===== src/rtl/fixed_point_normalizer.sv =====
`default_nettype none
`timescale 1ns/1ps
// ============================================================================
// fixed_point_normalizer : 2-stage valid/ready sign-bit count + barrel shift
// Revision 1.0
// ============================================================================
module fixed_point_normalizer #(
  parameter int N = 32
) (
  input  logic                 clk,
  input  logic                 rst_n,
  input  logic                 in_valid,
  output logic                 in_ready,
  input  logic [N-1:0]         in_data,
  output logic                 out_valid,
  input  logic                 out_ready,
  output logic [N-1:0]         out_data,
  output logic [$clog2(N)-1:0] out_shift,
  output logic                 out_zero
);
  localparam int SW = $clog2(N);

  logic          s1_v;
  logic          s2_v;
  logic          s2_ready;
  logic [N-1:0]  s1_data;
  logic [SW-1:0] s1_cnt;
  logic          s1_zero;
  logic [N-2:0]  eq_sign;
  logic [SW-1:0] lead_cnt;
  logic          run;
  logic [N-1:0]  stage [SW+1];

  assign s2_ready  = !s2_v || out_ready;
  assign in_ready  = rst_n && (!s1_v || s2_ready);
  assign out_valid = s2_v;

  // Bits matching the sign become ones, so the redundant sign count is a
  // leading-ones count over the lower N-1 bits (max N-1, fits in SW bits).
  assign eq_sign = ~(in_data[N-2:0] ^ {(N-1){in_data[N-1]}});

  always_comb begin
    lead_cnt = '0;
    run      = 1'b1;
    for (int i = N-2; i >= 0; i--) begin
      if (run && eq_sign[i]) begin
        lead_cnt = lead_cnt + SW'(1);
      end else begin
        run = 1'b0;
      end
    end
  end

  always_ff @(posedge clk or negedge rst_n) begin
    if (!rst_n) begin
      s1_v    <= 1'b0;
      s1_data <= '0;
      s1_cnt  <= '0;
      s1_zero <= 1'b0;
    end else if (in_ready) begin
      s1_v    <= in_valid;
      s1_data <= in_data;
      s1_cnt  <= lead_cnt;
      s1_zero <= (in_data == '0);
    end
  end

  // Logarithmic barrel shifter: stage k shifts by 2**k when cnt bit k is set.
  assign stage[0] = s1_data;
  for (genvar k = 0; k < SW; k++) begin : g_barrel
    assign stage[k+1] = s1_cnt[k] ? (stage[k] << (2**k)) : stage[k];
  end

  always_ff @(posedge clk or negedge rst_n) begin
    if (!rst_n) begin
      s2_v      <= 1'b0;
      out_data  <= '0;
      out_shift <= '0;
      out_zero  <= 1'b0;
    end else if (s2_ready) begin
      s2_v      <= s1_v;
      out_data  <= stage[SW];
      out_shift <= s1_cnt;
      out_zero  <= s1_zero;
    end
  end

endmodule
`default_nettype wire


===== config.mk =====
export PLATFORM = sky130hd
export DESIGN_NAME = fixed_point_normalizer
export DESIGN_NICKNAME = d
export VERILOG_FILES = /design/src/rtl/fixed_point_normalizer.sv
export SDC_FILE = /design/constraint.sdc
export NUM_CORES = 1
export LEC_CHECK = 0
export BUFFER_PORTS_ARGS = -buffer_cell sky130_fd_sc_hd__buf_2
export CORE_MARGIN = 2
export CORE_UTILIZATION = 42
export CTS_CLUSTER_SIZE = 10
export DETAILED_ROUTE_END_ITERATION = 7
export PLACE_DENSITY = 0.63
export SYNTH_ARGS = -nofsm -noshare
export SYNTH_HDL_FRONTEND = slang
export SYNTH_SLANG_ARGS = --single-unit

===== constraint.sdc =====
create_clock -name clk -period 3.2 [get_ports clk]
set_input_delay 0.64 -clock clk [delete_from_list [all_inputs] [get_ports clk]]
set_output_delay 0.64 -clock clk [all_outputs]
set_load 0.01 [all_outputs]

==> reports/results.ini, run 1 <==
[synthesis]
async_flop_share_pct=100
synth_seq_cells=78
synth_xor_xnor_area_share_pct=8.84
synth_top_area_share_pct=22.3
syn_nets=1172
yosysWarnings=0
seq_area_frac_synth_pct=22.3
yosysTopAreaCell=dfrtp_1
yosys.area_share.simple_pct=26.5
yosysUniqueCellTypes=93
avgSynthCellArea_um2=7.89
synth.top_cells.by_count=243 x nand2_1, 79 x nor2_1, 78 x dfrtp_1
synthesis.area_um2=8730
ys.flop_type=dfrtp_1
synthTopCellsByArea=dfrtp_1 22%, nand2_1 10%, mux4_2 6.4%
synth_compound_area_share_pct=19.8
synth_top_family_by_area=simple AND/OR/NAND/NOR gates
synth_adder_area_share_pct=4.86
netlist_instances=1107
synth_most_common_cell=nand2_1
synth_edf_count=0
yosys-mux-area-fraction_pct=12.9

[critical_path]
path_max_fanout=4
critical_path_class=primary input to register
reg2reg_slack_ns=0.72
endpoint_kind=register
cp-startpoint=in_data[31]
worstPathRequired_ns=3.41
path_common_cell=ha_1
critPathLaunchType=primary input
reg2reg_from=s1_cnt[0]
r2r-end=out_data[27]
slowest_stage=ha_1
critPathArrivalTime_ns=12.90
slowest_delay_ns=0.33
rr_worst_depth=5

[global_route]
grt-ovfl-total=0
grt_max_degree=66
track_usage_pct=24.3
grt_pass1_vias=9037
antenna_found_initial=0
grt_pass1_wl_um=44300

[cells_and_area]
n_antenna_cell=0
final_nets=1510
area_growth_pct=43.0
drive_above_1_share_pct=38.9

[worst_hold_path]
hold_path_class=primary input to async pin

[floorplanning]
die_y_um=148
rows=52
ios=76
die-area_um2=22000
start_util_pct=43.0
coreArea_um2=20300
dieWidth_um=148

[detailed_routing]
wl_per_cell_um=15.7
drt-pass1-iter-count=5
drc=0
vias=9545
drtIter0Drc=801
routed_via_density=5.55
detail-route-antenna-nets=0
drt-total-wl_um=27100

[pwr]
powerDensity_nw_per_um2=379
irDropWorstVdd_mv=0.249
power.leakage_nw=5.70

[status]
status=complete, but fails checks
violations=negative setup slack

[clocking]
root_buffer=clkbuf_16
numCtsBuffers=9
clkSinkCount=78
cts-htree-levels=3
clock_latency_ns=0.34
clkTransAtPathRegs_ns=0.06
cts_tree=built
cts_max_path_buffers=2

[timing]
finalHoldViolations=0
worst_pin_slew_ns=1.14
setup_viol=5
fmax_ghz=0.0788
skew_ns=0.00866
setup_tns_ns=-37.13
grt_setup_unrepaired=true
period_share_pct=397
timing.final.ws_setup_ns=-9.49
slew_headroom_pct=23.8
hold_ws_ns=0.355
layout_min_cycle_time_ns=12.69
slew_viol_final=0

[placed_design]
dp_hpwl_um=20500
gp_congestion=0.901
io_buffers=75

[job]
cap_violations=0

==> flip-flops by register name (all words and copies together) (netlist names) <==
| register | cells |
|---|---|
| out_shift | 5 |
| out_zero | 1 |
| s1_v | 1 |
| s1_cnt | 5 |
| out_data | 32 |
| s1_zero | 1 |
| s1_data | 32 |
| out_valid | 1 |
==> power breakdown <==
group	total, mW	switching [mW]	internal, mW
registers	1.35	0.169	1.18
clock network	1.16	0.400	0.763
logic	2.22	1.10	1.12
==> logic make-up (layout without fill, tap and decap cells) <==
group / Yosys count / count (layout)
simple gates: 495 / 495
compound gates: 249 / 249
buf+inv: 102 / 445
mux: 79 / 79
flops: 78 / 78
xor+xnor: 69 / 69
fa+ha+maj: 35 / 35
==> cells in the final DEF, fill, tap and decap left out, types with 7 or more instances in the layout <==
cell type,netlist,final
o21ai_0,61,47
xnor2_2,5,8
or3_1,9,8
xor2_1,18,17
o211ai_1,8,8
buf_6,3,13
a21oi_1,46,39
nor2b_1,11,10
o21a_1,7,7
dfrtp_1,78,77
a22o_1,9,9
and3_1,13,10
mux2_2,11,10
o22ai_1,12,11
nor2_2,1,9
ha_1,29,21
nand3_1,42,41
o21ai_1,4,14
nor3_1,19,15
clkbuf_16,0,9
xnor2_1,36,33
nand2_1,243,236
and2_1,12,9
inv_1,33,29
nand2b_1,13,11
nand4_1,7,7
mux2i_1,42,42
a211oi_1,23,21
nor2_1,79,68
a31oi_1,9,7
nor4_1,10,10
mux4_2,25,25
buf_2,10,73
buf_4,1,305
==> worst max-delay path by stage <==
stage                end  cells after the start
2_1_floorplan  s1_cnt[4]                     84
3_3_place_gp   s1_cnt[4]                     78
3_5_place_dp   s1_cnt[4]                     76
4_1_cts        s1_cnt[4]                     77
5_1_grt        s1_cnt[4]                     79
6_report       s1_cnt[4]                     78
==> routing by layer <==
metal | wire, µm | global-route usage [%] | vias to the layer above
met1 | 12500 | 34.3 | 4492
met5 | 0 | 0 | -
met4 | 705 | 7.71 | 0
li1 | - | - | 4697
met3 | 1290 | 2.42 | 53
met2 | 12500 | 39.5 | 303
==> cell type report <==
cell class / instances / area [µm²]
Fill cell: 1789 / 7810
Multi-Input combinational cell: 927 / 6850
Inverter: 34 / 130
Clock inverter: 7 / 123
Clock buffer: 9 / 225
Timing Repair Buffer: 395 / 2870
Tap cell: 270 / 338
Sequential cell: 78 / 1950
==> repair_timing <==
item	4_1_cts	5_1_grt
hold buffers	0	0
buffers inserted	25	16
endpoints found under the setup margin	5	5
resized for setup	31	75
pin swaps	60	46
==> through the flow <==
step / total power, mW / std cells / instance area, µm² / worst slack (ns) / util (%)
final: 4.74 / 1720 / 12500 / -9.49 / 61.5
after global routing: 5.03 / 1720 / 12500 / -10.31 / 61.5
after CTS: 4.60 / 1704 / 12000 / -9.25 / 59.3
after detailed placement: 3.31 / 1663 / 11400 / -10.13 / 56.1
after global placement: 3.27 / 1663 / 11400 / -9.72 / 56.1
after floorplan: 2.53 / 1107 / 8920 / -10.45 / -
==> worst max-delay path: cells and delay by family <==
kind,cells,cell delay [ns]
multiplexers,3,0.64
XOR/XNOR,1,0.19
AND/OR/NAND/NOR,18,1.98
AO/OA/AOI/OAI,31,4.51
buffers and inverters,12,1.32
adder cells (fa/ha/maj),13,3.62
(Power assumes the default switching activity.)
==> inputs of run 2 (changes only) <==
- PLACE_DENSITY: 0.63 -> 0.65
- clock period: 3.2 -> 10.56 ns (I/O delays scaled with it)
==> reports/results.ini, run 2 (same netlist as run 1, synthesis figures left out) <==
[timing]
finalHoldViolations=0
setup_viol=4
layout_min_cycle_time_ns=14.54
period_share_pct=138
timing.final.ws_setup_ns=-3.98
fmax_ghz=0.0688
slew_headroom_pct=37.0
skew_ns=0.00633
grt_setup_unrepaired=true
slew_viol_final=0
worst_pin_slew_ns=0.944

[detailed_routing]
drc=0
detail-route-antenna-nets=0
wl_per_cell_um=16.2
drt-pass1-iter-count=7
drtIter0Drc=830
routed_via_density=5.68
vias=9293
drt-total-wl_um=26500

[cells_and_area]
final_area_um2=11700
final_common_cell=nand2_1
drive_above_1_share_pct=33.9
final_nets=1428
reg.largest.list=out_data (32), s1_data (32)
ff_latch_area_um2=1950
n_antenna_cell=0
final_cell_mix=240 x nand2_1, 223 x buf_4, 77 x dfrtp_1
multi_input_area_um2=6670
fillers=1832
area_growth_pct=33.4

[floorplanning]
dieWidth_um=148
start_util_pct=43.0
coreArea_um2=20300
rows=52
die-area_um2=22000
die_y_um=148
ios=76

[clocking]
clock_latency_ns=0.34
clkSinkCount=78
cts_max_path_buffers=2
cts-htree-levels=3
clkTransAtPathRegs_ns=0.06
root_buffer=clkbuf_16
cts_tree=built
numCtsBuffers=9

[critical_path]
slowest_stage=ha_1
path_max_fanout=7
worstPathRequired_ns=10.77
reg2reg_from=s1_cnt[3]
endpoint_kind=register
critPathLaunchType=primary input
slowest_delay_ns=0.35
critical_path_class=primary input to register
cp-startpoint=in_data[31]
critPathArrivalTime_ns=14.76
path_common_cell=buf_4

[global_route]
track_usage_pct=23.8
grt_pass1_wl_um=43100
grt-ovfl-total=0
grt_max_degree=53
grt_pass1_vias=8580
antenna_found_initial=0

[pwr]
intPower_uw=871
powerDensity_nw_per_um2=116
p_switching_uw=487
power.leakage_nw=5.26
power.total_mw=1.36
combPwrFrac_pct=46.5
netSwitchingFraction_pct=35.9
irDropWorstVdd_mv=0.0689
seqPwrFrac_pct=30.2
p_clk_share_pct=23.3

[job]
cap_violations=0

[placed_design]
placed_area_um2=10600
gp_congestion=0.941
io_buffers=75
dp_hpwl_um=19400

[status]
violations=negative setup slack
status=complete, but fails checks

[worst_hold_path]
hold_path.startpoint=out_shift[2]
hold_path_class=register to register

[run 2: per-stage QoR]
step	hold slack, ns	utilization, %	TNS (ns)	setup slack (ns)	cells
2_1_floorplan	0.445	-	-15.66	-4.56	1107
3_3_place_gp	0.448	52.0	-13.34	-3.90	1557
3_5_place_dp	0.460	52.0	-14.87	-4.32	1557
4_1_cts	0.473	56.5	-12.43	-3.51	1631
5_1_grt	0.486	57.4	-16.44	-4.66	1637
6_report	0.464	57.4	-13.93	-3.98	1637
[run 2: layer usage]
metal	vias up	global-route usage, %	share of wire [%]
met5	-	0	0
met4	0	5.57	1.9
met3	56	3.40	5.8
met2	333	38.7	46
met1	4379	33.7	46
li1	4525	-	-
[run 2: timing repair]
| item | in CTS | in global routing |
|---|---|---|
| hold buffers | 0 | 0 |
| setup endpoints to repair | 4 | 4 |
| pin swaps | 52 | 41 |
| resized for setup | 42 | 39 |
| setup buffers | 68 | 12 |
[run 2: area by class of cell]
| class | count | area share, % |
|---|---|---|
| Clock inverter | 3 | 0.365 |
| Multi-Input combinational cell | 927 | 57.2 |
| Inverter | 34 | 1.10 |
| Clock buffer | 12 | 2.29 |
| Timing Repair Buffer | 313 | 19.4 |
| Sequential cell | 78 | 16.8 |
| Tap cell | 270 | 2.90 |
[run 2: path summary, 6_finish.rpt]
kind                                 to  slack (ns)  cells after the start
setup / recovery              s1_cnt[4]       -3.98                     82
hold / removal             out_shift[2]        0.46                      2
setup reg to reg           out_data[27]        7.71                      4
hold reg to reg            out_shift[2]        0.46                      2
max in group asynchronous     s1_cnt[0]        7.90                      2
min in group asynchronous      out_zero        1.73                      1
[run 2: worst max-delay path: cells and delay by family]
kind,cells,cell delay (ns)
multiplexers,3,0.68
AND/OR/NAND/NOR,18,2.00
XOR/XNOR,1,0.19
adder cells (fa/ha/maj),10,2.93
AO/OA/AOI/OAI,33,4.81
buffers and inverters,17,2.03
[run 2: power groups by stage]
stage / combinational, mW / sequential [mW] / clock (mW)
2_1_floorplan: 0.348 / 0.417 / 0
3_3_place_gp: 0.552 / 0.414 / 0
3_5_place_dp: 0.561 / 0.416 / 0
4_1_cts: 0.595 / 0.411 / 0.321
5_1_grt: 0.689 / 0.422 / 0.332
6_report: 0.632 / 0.410 / 0.316
==> inputs of run 3 (changes only) <==
- SETUP_SLACK_MARGIN: not set -> 0.3
==> reports/results.ini, run 3 (same netlist as run 1, synthesis figures left out) <==
[status]
status=complete, but fails checks
violations=negative setup slack

[timing]
slew_viol_final=0
slew_headroom_pct=36.8
period_share_pct=138
hold_ws_ns=0.465
timing.final.ws_setup_ns=-4.06
finalHoldViolations=0
skew_ns=0.00647
grt_setup_unrepaired=true
layout_min_cycle_time_ns=14.62
fmax_ghz=0.0684
worst_pin_slew_ns=0.948
setup_tns_ns=-14.73
setup_viol=4

[critical_path]
path_common_cell=buf_4
path_max_fanout=7
endpoint_kind=register
critical_path_class=primary input to register
critPathArrivalTime_ns=14.83
slowest_delay_ns=0.35
reg2reg_from=s1_cnt[3]
slowest_stage=a2111oi_1
reg2reg_slack_ns=7.72
r2r-end=out_data[27]
critPathLaunchType=primary input
rr_worst_depth=4
worstPathRequired_ns=10.77

[placed_design]
dp_slack_ns=-4.32
gp_congestion=0.941
io_buffers=75
dp_hpwl_um=19400

[pwr]
power.leakage_nw=5.32
irDropWorstVdd_mv=0.0682
powerDensity_nw_per_um2=116

[job]
cap_violations=0

[detailed_routing]
drtIter0Drc=844
drt-pass1-iter-count=6
detail-route-antenna-nets=0
wl_per_cell_um=16.6
vias=9387
routed_via_density=5.70
drc=0
drt-total-wl_um=27300

[clocking]
root_buffer=clkbuf_16
cts-htree-levels=3
clock_latency_ns=0.34
clkTransAtPathRegs_ns=0.06
clkSinkCount=78
cts_tree=built
cts-hold-fix-buffers=0
numCtsBuffers=9
cts_max_path_buffers=2

[floorplanning]
dieWidth_um=148
coreArea_um2=20300
rows=52
die-area_um2=22000
start_util_pct=43.0
ios=76
die_y_um=148

[worst_hold_path]
hold_path_class=register to register
hold_path.startpoint=out_zero
holdPathStages=2
min_to=out_zero

[global_route]
grt-ovfl-total=0
grt_pass1_vias=8680
track_usage_pct=24.1
grt_max_degree=53
grt_pass1_wl_um=43700
antenna_found_initial=0

[cells_and_area]
ff_latch_area_um2=1950
fin_util_pct=58.3
n_antenna_cell=0
area_growth_pct=35.5
final_nets=1437
multi_input_area_um2=6720
fillers=1806
drive_above_1_share_pct=34.7
final_common_cell=nand2_1
final_cell_mix=238 x nand2_1, 216 x buf_4, 77 x dfrtp_1
reg.largest.list=out_data (32), s1_data (32)

run 3: power breakdown:
part	switching [mW]	internal, mW	leakage [nW]
clock network	0.115	0.200	0.151
logic	0.326	0.315	4.20
registers	0.0519	0.358	0.968
total	0.493	0.874	5.32
run 3: repair_timing:
action	in CTS	in global routing
setup endpoints to repair	4	4
gates resized for setup	56	50
pin swaps	52	62
setup buffers	62	12
run 3: area by class of cell:
class,count,area share (%)
tap,270,2.86
inverter,34,1.08
multi-input combinational,927,56.8
clock buffer,12,2.25
clock inverter,3,0.360
sequential,78,16.5
timing repair buffer,322,20.1
run 3: critical path, delay by kind of cell:
kind | cells | cell delay (ns)
AO/OA/AOI/OAI | 31 | 4.83
XOR/XNOR | 1 | 0.20
adder cells (fa/ha/maj) | 12 | 3.35
buffers and inverters | 12 | 1.40
multiplexers | 3 | 0.80
AND/OR/NAND/NOR | 19 | 2.14
run 3: metal layers:
metal  global-route usage (%)  wire length (µm)
met2                     39.0             12700
met5                        0                 0
met1                     34.0             12400
met4                     7.00               667
met3                     2.98              1600
run 3: how the worst max path moves through the flow:
stage | endpoint | startpoint
6_report | s1_cnt[4] | in_data[31]
5_1_grt | s1_cnt[4] | in_data[31]
4_1_cts | s1_cnt[4] | in_data[31]
3_5_place_dp | s1_cnt[4] | in_data[31]
3_3_place_gp | s1_cnt[4] | in_data[31]
2_1_floorplan | s1_cnt[4] | in_data[31]
run 3: through the flow:
stage / area [µm²] / total power [mW] / instances
finish: 11800 / 1.37 / 1646
global route: 11800 / 1.45 / 1646
CTS: 11500 / 1.33 / 1634
detailed placement: 10600 / 0.977 / 1557
global placement: 10600 / 0.966 / 1557
floorplan: 8870 / 0.765 / 1107
